### src/rtl/chipselect.sv
// Address decoder: programmable base/mask region table with registered
// active-low chip selects, lowest index wins on overlap.
module chipselect #(
  parameter int NUM_SELECTS  = 8,
  parameter int ADDR_W       = 32,
  parameter int REGION_SHIFT = 28
) (
  input  logic                   clk,
  input  logic                   rst,
  input  logic [ADDR_W-1:0]      addr,
  input  logic                   cfg_we,
  input  logic [3:0]             cfg_sel,
  input  logic [ADDR_W-1:0]      cfg_base,
  input  logic [ADDR_W-1:0]      cfg_mask,
  input  logic                   cfg_en,
  output logic [NUM_SELECTS-1:0] cs_n,
  output logic [3:0]             cs_idx,
  output logic                   hit,
  output logic                   miss
);

  logic [ADDR_W-1:0]      base [NUM_SELECTS];
  logic [ADDR_W-1:0]      mask [NUM_SELECTS];
  logic [NUM_SELECTS-1:0] en;

  logic [NUM_SELECTS-1:0] match;
  logic [NUM_SELECTS-1:0] csn_d;
  logic [3:0]             idx_d;
  logic                   any_d;

  always_comb begin
    match = '0;
    for (int i = 0; i < NUM_SELECTS; i++) begin
      match[i] = en[i] &&
        ((addr & mask[i]) == (base[i] & mask[i]));
    end
  end

  // Scan high to low so the lowest matching index is the last one kept.
  always_comb begin
    idx_d = '0;
    any_d = 1'b0;
    csn_d = '1;
    for (int i = NUM_SELECTS - 1; i >= 0; i--) begin
      if (match[i]) begin
        idx_d = 4'(i);
        any_d = 1'b1;
      end
    end
    for (int j = 0; j < NUM_SELECTS; j++) begin
      csn_d[j] = ~(any_d && (idx_d == 4'(j)));
    end
  end

  always_ff @(posedge clk or posedge rst) begin
    if (rst) begin
      for (int i = 0; i < NUM_SELECTS; i++) begin
        base[i] <= ADDR_W'(i) << REGION_SHIFT;
        mask[i] <= {ADDR_W{1'b1}} << REGION_SHIFT;
        en[i]   <= 1'b1;
      end
    end else if (cfg_we) begin
      for (int i = 0; i < NUM_SELECTS; i++) begin
        if (cfg_sel == 4'(i)) begin
          base[i] <= cfg_base;
          mask[i] <= cfg_mask;
          en[i]   <= cfg_en;
        end
      end
    end
  end

  always_ff @(posedge clk or posedge rst) begin
    if (rst) begin
      cs_n   <= '1;
      cs_idx <= '0;
      hit    <= 1'b0;
      miss   <= 1'b0;
    end else begin
      cs_n   <= csn_d;
      cs_idx <= idx_d;
      hit    <= any_d;
      miss   <= ~any_d;
    end
  end

endmodule

### config.mk
export PLATFORM = sky130hd
export DESIGN_NAME = chipselect
export DESIGN_NICKNAME = d
export VERILOG_FILES = /design/src/rtl/chipselect.sv
export SDC_FILE = /design/constraint.sdc
export NUM_CORES = 1
export LEC_CHECK = 0
export CELL_PAD_IN_SITES_DETAIL_PLACEMENT = 2
export CELL_PAD_IN_SITES_GLOBAL_PLACEMENT = 2
export CORE_ASPECT_RATIO = 1.4
export CORE_MARGIN = 5
export CORE_UTILIZATION = 41
export CTS_BUF_LIST = sky130_fd_sc_hd__clkbuf_2 sky130_fd_sc_hd__clkbuf_4 sky130_fd_sc_hd__clkbuf_8
export CTS_CLUSTER_SIZE = 16
export DETAILED_ROUTE_END_ITERATION = 16
export HOLD_SLACK_MARGIN = 0.08
export PLACE_DENSITY_LB_ADDON = 0.1
export SKIP_LAST_GASP = 1
export SLEW_MARGIN = 0
export SYNTH_ARGS = -nofsm -noshare
export SYNTH_HDL_FRONTEND = slang
export SYNTH_SLANG_ARGS = --single-unit
### constraint.sdc
create_clock -name clk -period 18.25 [get_ports clk]
set_input_delay 3.65 -clock clk [delete_from_list [all_inputs] [get_ports clk]]
set_output_delay 3.65 -clock clk [all_outputs]
set_load 0.02 [all_outputs]
==> results of run 1 <==
## critical path, stage by stage
cell and delay, ps:
clkdlybuf4s50_1 440, clkinvlp_4 500, buf_4 840, buf_4 950, buf_12 630
## cell families after synthesis
logic type             synth area share
flip-flops                       0.5715
multiplexers                     0.2495
XOR/XNOR                        0.09553
AO/OA/AOI/OAI                   0.04462
buffers and inverters           0.01839
AND/OR/NAND/NOR                 0.02036
other                         0.0001598
## worst min path at each step
stage	from	end	slack, ps
global placement	mask[225]	mask[225]	490
detailed placement	mask[118]	mask[118]	500
finish	mask[118]	mask[118]	510
floorplan	mask[186]	mask[186]	480
global route	mask[104]	mask[104]	520
CTS	mask[118]	mask[118]	510
## per-stage QoR
step,setup WS [ps],area (µm²)
2_1_floorplan,7403,23480
3_3_place_gp,10850,25290
3_5_place_dp,10710,25290
4_1_cts,11460,27290
5_1_grt,11030,27290
6_report,11480,27300
## cell usage in the layout, fill, tap and decap left out, types with 4 or more instances in the layout
| cell type | n |
|---|---|
| a222oi_1 | 8 |
| mux2_2 | 520 |
| dfstp_2 | 60 |
| a221oi_2 | 4 |
| dfrtp_1 | 473 |
| clkbuf_8 | 122 |
| clkdlybuf4s50_1 | 116 |
| nand4_1 | 16 |
| nand3_1 | 19 |
| a22o_1 | 24 |
| xor2_1 | 256 |
| a22oi_1 | 64 |
| clkinv_2 | 5 |
| or4_4 | 4 |
| clkinvlp_4 | 4 |
| nand2_1 | 12 |
| nand3b_1 | 4 |
| buf_4 | 13 |
| clkbuf_4 | 33 |
| a221oi_1 | 20 |
## power by group through the flow
| stage | registers, mW | logic (mW) | clock network (mW) |
|---|---|---|---|
| 2_1_floorplan | 1.61 | 0.460 | 0 |
| 3_3_place_gp | 1.64 | 0.704 | 0 |
| 3_5_place_dp | 1.66 | 0.729 | 0 |
| 4_1_cts | 1.64 | 0.736 | 1.20 |
| 5_1_grt | 1.67 | 0.771 | 1.26 |
| 6_report | 1.64 | 0.723 | 1.17 |
## registers in the layout (all words and copies together), names as in the netlist
register,cells
en,8
mask,256
cs_idx,3
cs_n,8
base,256
hit,1
miss,1
## cell type report
| type | count | area share |
|---|---|---|
| sequential | 533 | 0.4914 |
| multi-input combinational | 981 | 0.3539 |
| clock buffer | 155 | 0.07059 |
| timing repair buffer | 130 | 0.04684 |
| tap | 735 | 0.03369 |
| clock inverter | 9 | 0.002842 |
| inverter | 3 | 0.0005500 |
| antenna | 2 | 0.0001833 |
## per-layer routing
metal,vias to the layer above,part of all wire,global-route usage
met5,-,0,0
met1,7499,0.41,0.3117
met4,0,0.035,0.09058
met2,249,0.52,0.4383
li1,6035,-,-
met3,107,0.030,0.03418
==> summary.txt, run 1 <==
Pwr/cell area - 129.3 nW/µm²
Reg-to-reg critical path endpoint - cs_n[4]
PostCTS Resize Cnt - 0
H-tree levels - 3
Async set-or-reset flop fraction in the synthesized netlist - 1.000
Layout cell share with drive strength beyond 1 - 0.4285
Leak - 11.99 nW
Num CTS Buffers - 88
Total power - 3.530 mW
Flop2flop setup slack - 14,990 ps
Setup TNS - 0 ps
Die area - 62,200 µm²
CTS clk-pin slew, worst paths - 60 ps
IO Port Bufs - 116
CTS tree - done
Req. time, crit path - 18,880 ps
I/O Pins - 118
Footprint of the multi-input gates - 9662 µm²
Startpoint Class - input pin
Worst min-delay path class - flop to flop
Crit Path Max Fanout - 170
Post-CTS setup buffer count - 0
Vias in the first global route - 16,080
Maxcap violations - 0
Hold Crit Depth - 1
Top cells by area, synth - dfrtp_1 50%, mux2_2 25%, xor2_1 9.6%
Aggregate global routing overflow - 0
Synth Net Count - 1,711
Seq. cell area - 13,410 µm²
Sequential share of the synthesized area - 0.5715
RSZ-0062 raised after global routing - no
Starting Density - 0.4149
# nets final - 1,841
Sw frac - 0.2937
Via density - 5.451
Post-synth top area share - 0.5043
Min Tclk post-route - 6766 ps
Post-synth EDFFs - 0
Sequential fraction of design power - 0.465
Synth Cell Area - 23,470 µm²
Number of distinct library cells after synthesis - 37
Final Max Slew Viols - 0
Final Hold Viols - 0
Max Freq - 0.1478 GHz
CTS Sinks - 533
Status - completed
Slew of the pin with the lowest slew margin - 1140 ps
Average size of a mapped cell - 14.61 µm²
DPL Wire Length - 52.70 mm
Final core occ - 0.4825
Non-Filler Instances - 2,548
Clock power share - 0.331
Internal - 2.493 mW
Synthesis-to-layout area growth - 16.30%
Crit end category - async pin
Row count - 103
Largest net degree at the start of global routing - 171
WS Path Type - input pin to async pin
Tcrit/Tclk final - 0.3707
Crit path capture - mask[155]
Worst supply voltage drop on vdd - 0.00006214 V
Worst Setup SP - rst
DRC Markers - 0
Post-Route WL - 76.64 mm
CTS Buffer Depth - 3
Synth cell count leaders - 520 x mux2_2, 473 x dfrtp_1, 256 x xor2_1
Hold-fix buffers, CTS - 0
#FFs+latches synth - 533
CP arrival - 7400 ps
Skew final - 18.51 ps
GRT Overall Usage - 0.2486
Post-synth top flop - dfrtp_1
Fin Hold WS - 505.5 ps
Detailed Routing Iterations Pass 1 - 4
# fillers - 5,345
Cells after synthesis - 1,607
Syn. warnings - 0
Per-cell routed wire length - 30.08 µm
DR iter-0 viols - 659
Endpoints failing setup - 0
Worst Reg-to-Reg Cells - 8
Clk Latency, worst-skew pair - 670 ps
Die Y - 293.1 µm
Comb power frac - 0.205
Antenna violations before repair - 2
Via count - 13,890
Placed Cells - 2,382
RR Startpoint - base[230]
Relative slew slack - 0.2400
Remaining antenna violation count - 0
Most common cell in the synthesized netlist - mux2_2
Die Span X - 212.2 µm
Yosys top cell by area - dfrtp_1
Global-route wire length before repair - 112.4 mm
CTS Root Buffer Type - clkbuf_8
Core footprint - 56,580 µm²
P_sw - 1.037 mW
Gpl congestion - 0.8126
Note: power is estimated with default switching activity, not from simulation.
==> inputs of run 2 (changes only) <==
clock period = 5.75 ns   (was 18.25 ns; I/O delays follow)
==> summary.txt, run 2 (synthesized netlist as in run 1, its figures left out) <==
Status - completed
Commonest non-fill, non-tap cell in the layout - mux2_2
Worst supply voltage drop on vdd - 0.0002017 V
Remaining antenna violation count - 0
Detailed Routing Iterations Pass 1 - 4
Clk Latency, worst-skew pair - 680 ps
Worst min-delay path class - flop to flop
Via count - 14,050
# fillers - 5,350
Num CTS Buffers - 90
Gpl congestion - 0.8309
Leak - 12.02 nW
Post-Route WL - 76.92 mm
Die area - 62,200 µm²
H-tree levels - 3
CTS Root Buffer Type - clkbuf_8
PostCTS Resize Cnt - 0
Global-route wire length before repair - 112.1 mm
CTS Buffer Depth - 3
Max Freq - 0.2462 GHz
Starting Density - 0.4149
Total power - 11.19 mW
Relative slew slack - 0.1896
CTS tree - done
Min Tclk post-route - 4063 ps
Slew of the pin with the lowest slew margin - 1216 ps
CTS clk-pin slew, worst paths - 60 ps
DRC Markers - 0
Core footprint - 56,580 µm²
Die Span X - 212.2 µm
Row count - 103
Crit Path Max Fanout - 8
Final Max Slew Viols - 0
Antenna violations before repair - 4
CP arrival - 4670 ps
Skew final - 26.47 ps
Req. time, crit path - 6360 ps
Vias in the first global route - 16,020
Commonest cells after routing, fill and taps aside - 520 x mux2_2, 473 x dfrtp_1, 256 x xor2_1, 117 x clkbuf_8, 116 x clkdlybuf4s50_1
Final core occ - 0.4833
Largest net degree at the start of global routing - 151
Tcrit/Tclk final - 0.7065
RSZ-0062 raised after global routing - no
GRT Overall Usage - 0.2484
DPL Wire Length - 53.12 mm
Endpoints failing setup - 0
DR iter-0 viols - 654
Via density - 5.500
Largest registers - base x256, mask x256
Die Y - 293.1 µm
CTS Sinks - 533
Maxcap violations - 0
Max stage delay on crit path - 940 ps
# nets final - 1,846
Per-cell routed wire length - 30.10 µm
Final Hold Viols - 0
Aggregate global routing overflow - 0
Synthesis-to-layout area growth - 16.49%
IO Port Bufs - 116
I/O Pins - 118
Hold-fix buffers, CTS - 0
Post-CTS setup buffer count - 0
Pwr/cell area - 409.2 nW/µm²
WS Path Type - input pin to flop
Crit path cell chain - clkdlybuf4s50_1 -> xor2_1 -> a22o_1 -> a221oi_1 -> nand3_1 -> or4_4 -> nand2b_4 -> and3b_1 -> nand3_1
Crit end category - flop
Layout cell share with drive strength beyond 1 - 0.4304
Fin Hold WS - 508.2 ps
Most frequent CP cell - nand3_1
Slowest cell on the critical path - a221oi_1
Startpoint Class - input pin
run 2: layer usage:
metal | up-vias | GRT usage | routed length (µm)
li1 | 6033 | - | -
met1 | 7610 | 0.3057 | 30960
met4 | 2 | 0.1006 | 3002
met2 | 291 | 0.4302 | 39570
met3 | 116 | 0.04699 | 3372
met5 | - | 0 | 13
run 2: cell type report:
type | count | area [µm²] | area share
flip-flops and latches | 533 | 13410 | 0.4906
multi-input cells | 981 | 9662 | 0.3534
clock buffers | 155 | 1896 | 0.06933
repair buffers | 133 | 1339 | 0.04897
well taps | 735 | 919.6 | 0.03364
clock inverters | 12 | 90.09 | 0.003295
inverters | 3 | 15.01 | 0.0005491
diodes | 3 | 7.507 | 0.0002746
run 2: stage by stage:
step | setup slack (ps) | TNS [ps] | cells | area, µm²
2_1_floorplan | -2597 | -1263360 | 1607 | 23480
3_3_place_gp | 1024 | 0 | 2385 | 25350
3_5_place_dp | 1011 | 0 | 2385 | 25350
4_1_cts | 1756 | 0 | 2552 | 27330
5_1_grt | 1655 | 0 | 2553 | 27340
6_report | 1687 | 0 | 2555 | 27340
run 2: critical path, delay by kind of cell:
family	cells	cell delay (ps)
AOI/OAI and AO/OA	2	1200
xor gates and xnor gates	1	330
buffers and inverters	1	790
and+or+nand+nor	5	1210
run 2: final timing paths:
check	start	end	slack, ps	depth (start not counted)
min in group asynchronous	rst	base[154]	930	2
hold / removal	mask[111]	mask[111]	510	1
setup / recovery	addr[22]	cs_n[5]	1690	9
hold reg to reg	mask[111]	mask[111]	510	1
setup reg to reg	base[28]	cs_n[6]	2710	8
max in group asynchronous	rst	mask[111]	3570	3
run 2: where the power goes:
group	internal (mW)	total (mW)	switching, mW
registers	4.67	5.20	0.526
logic	1.10	2.29	1.19
clock network	2.11	3.70	1.59
total	7.89	11.2	3.30
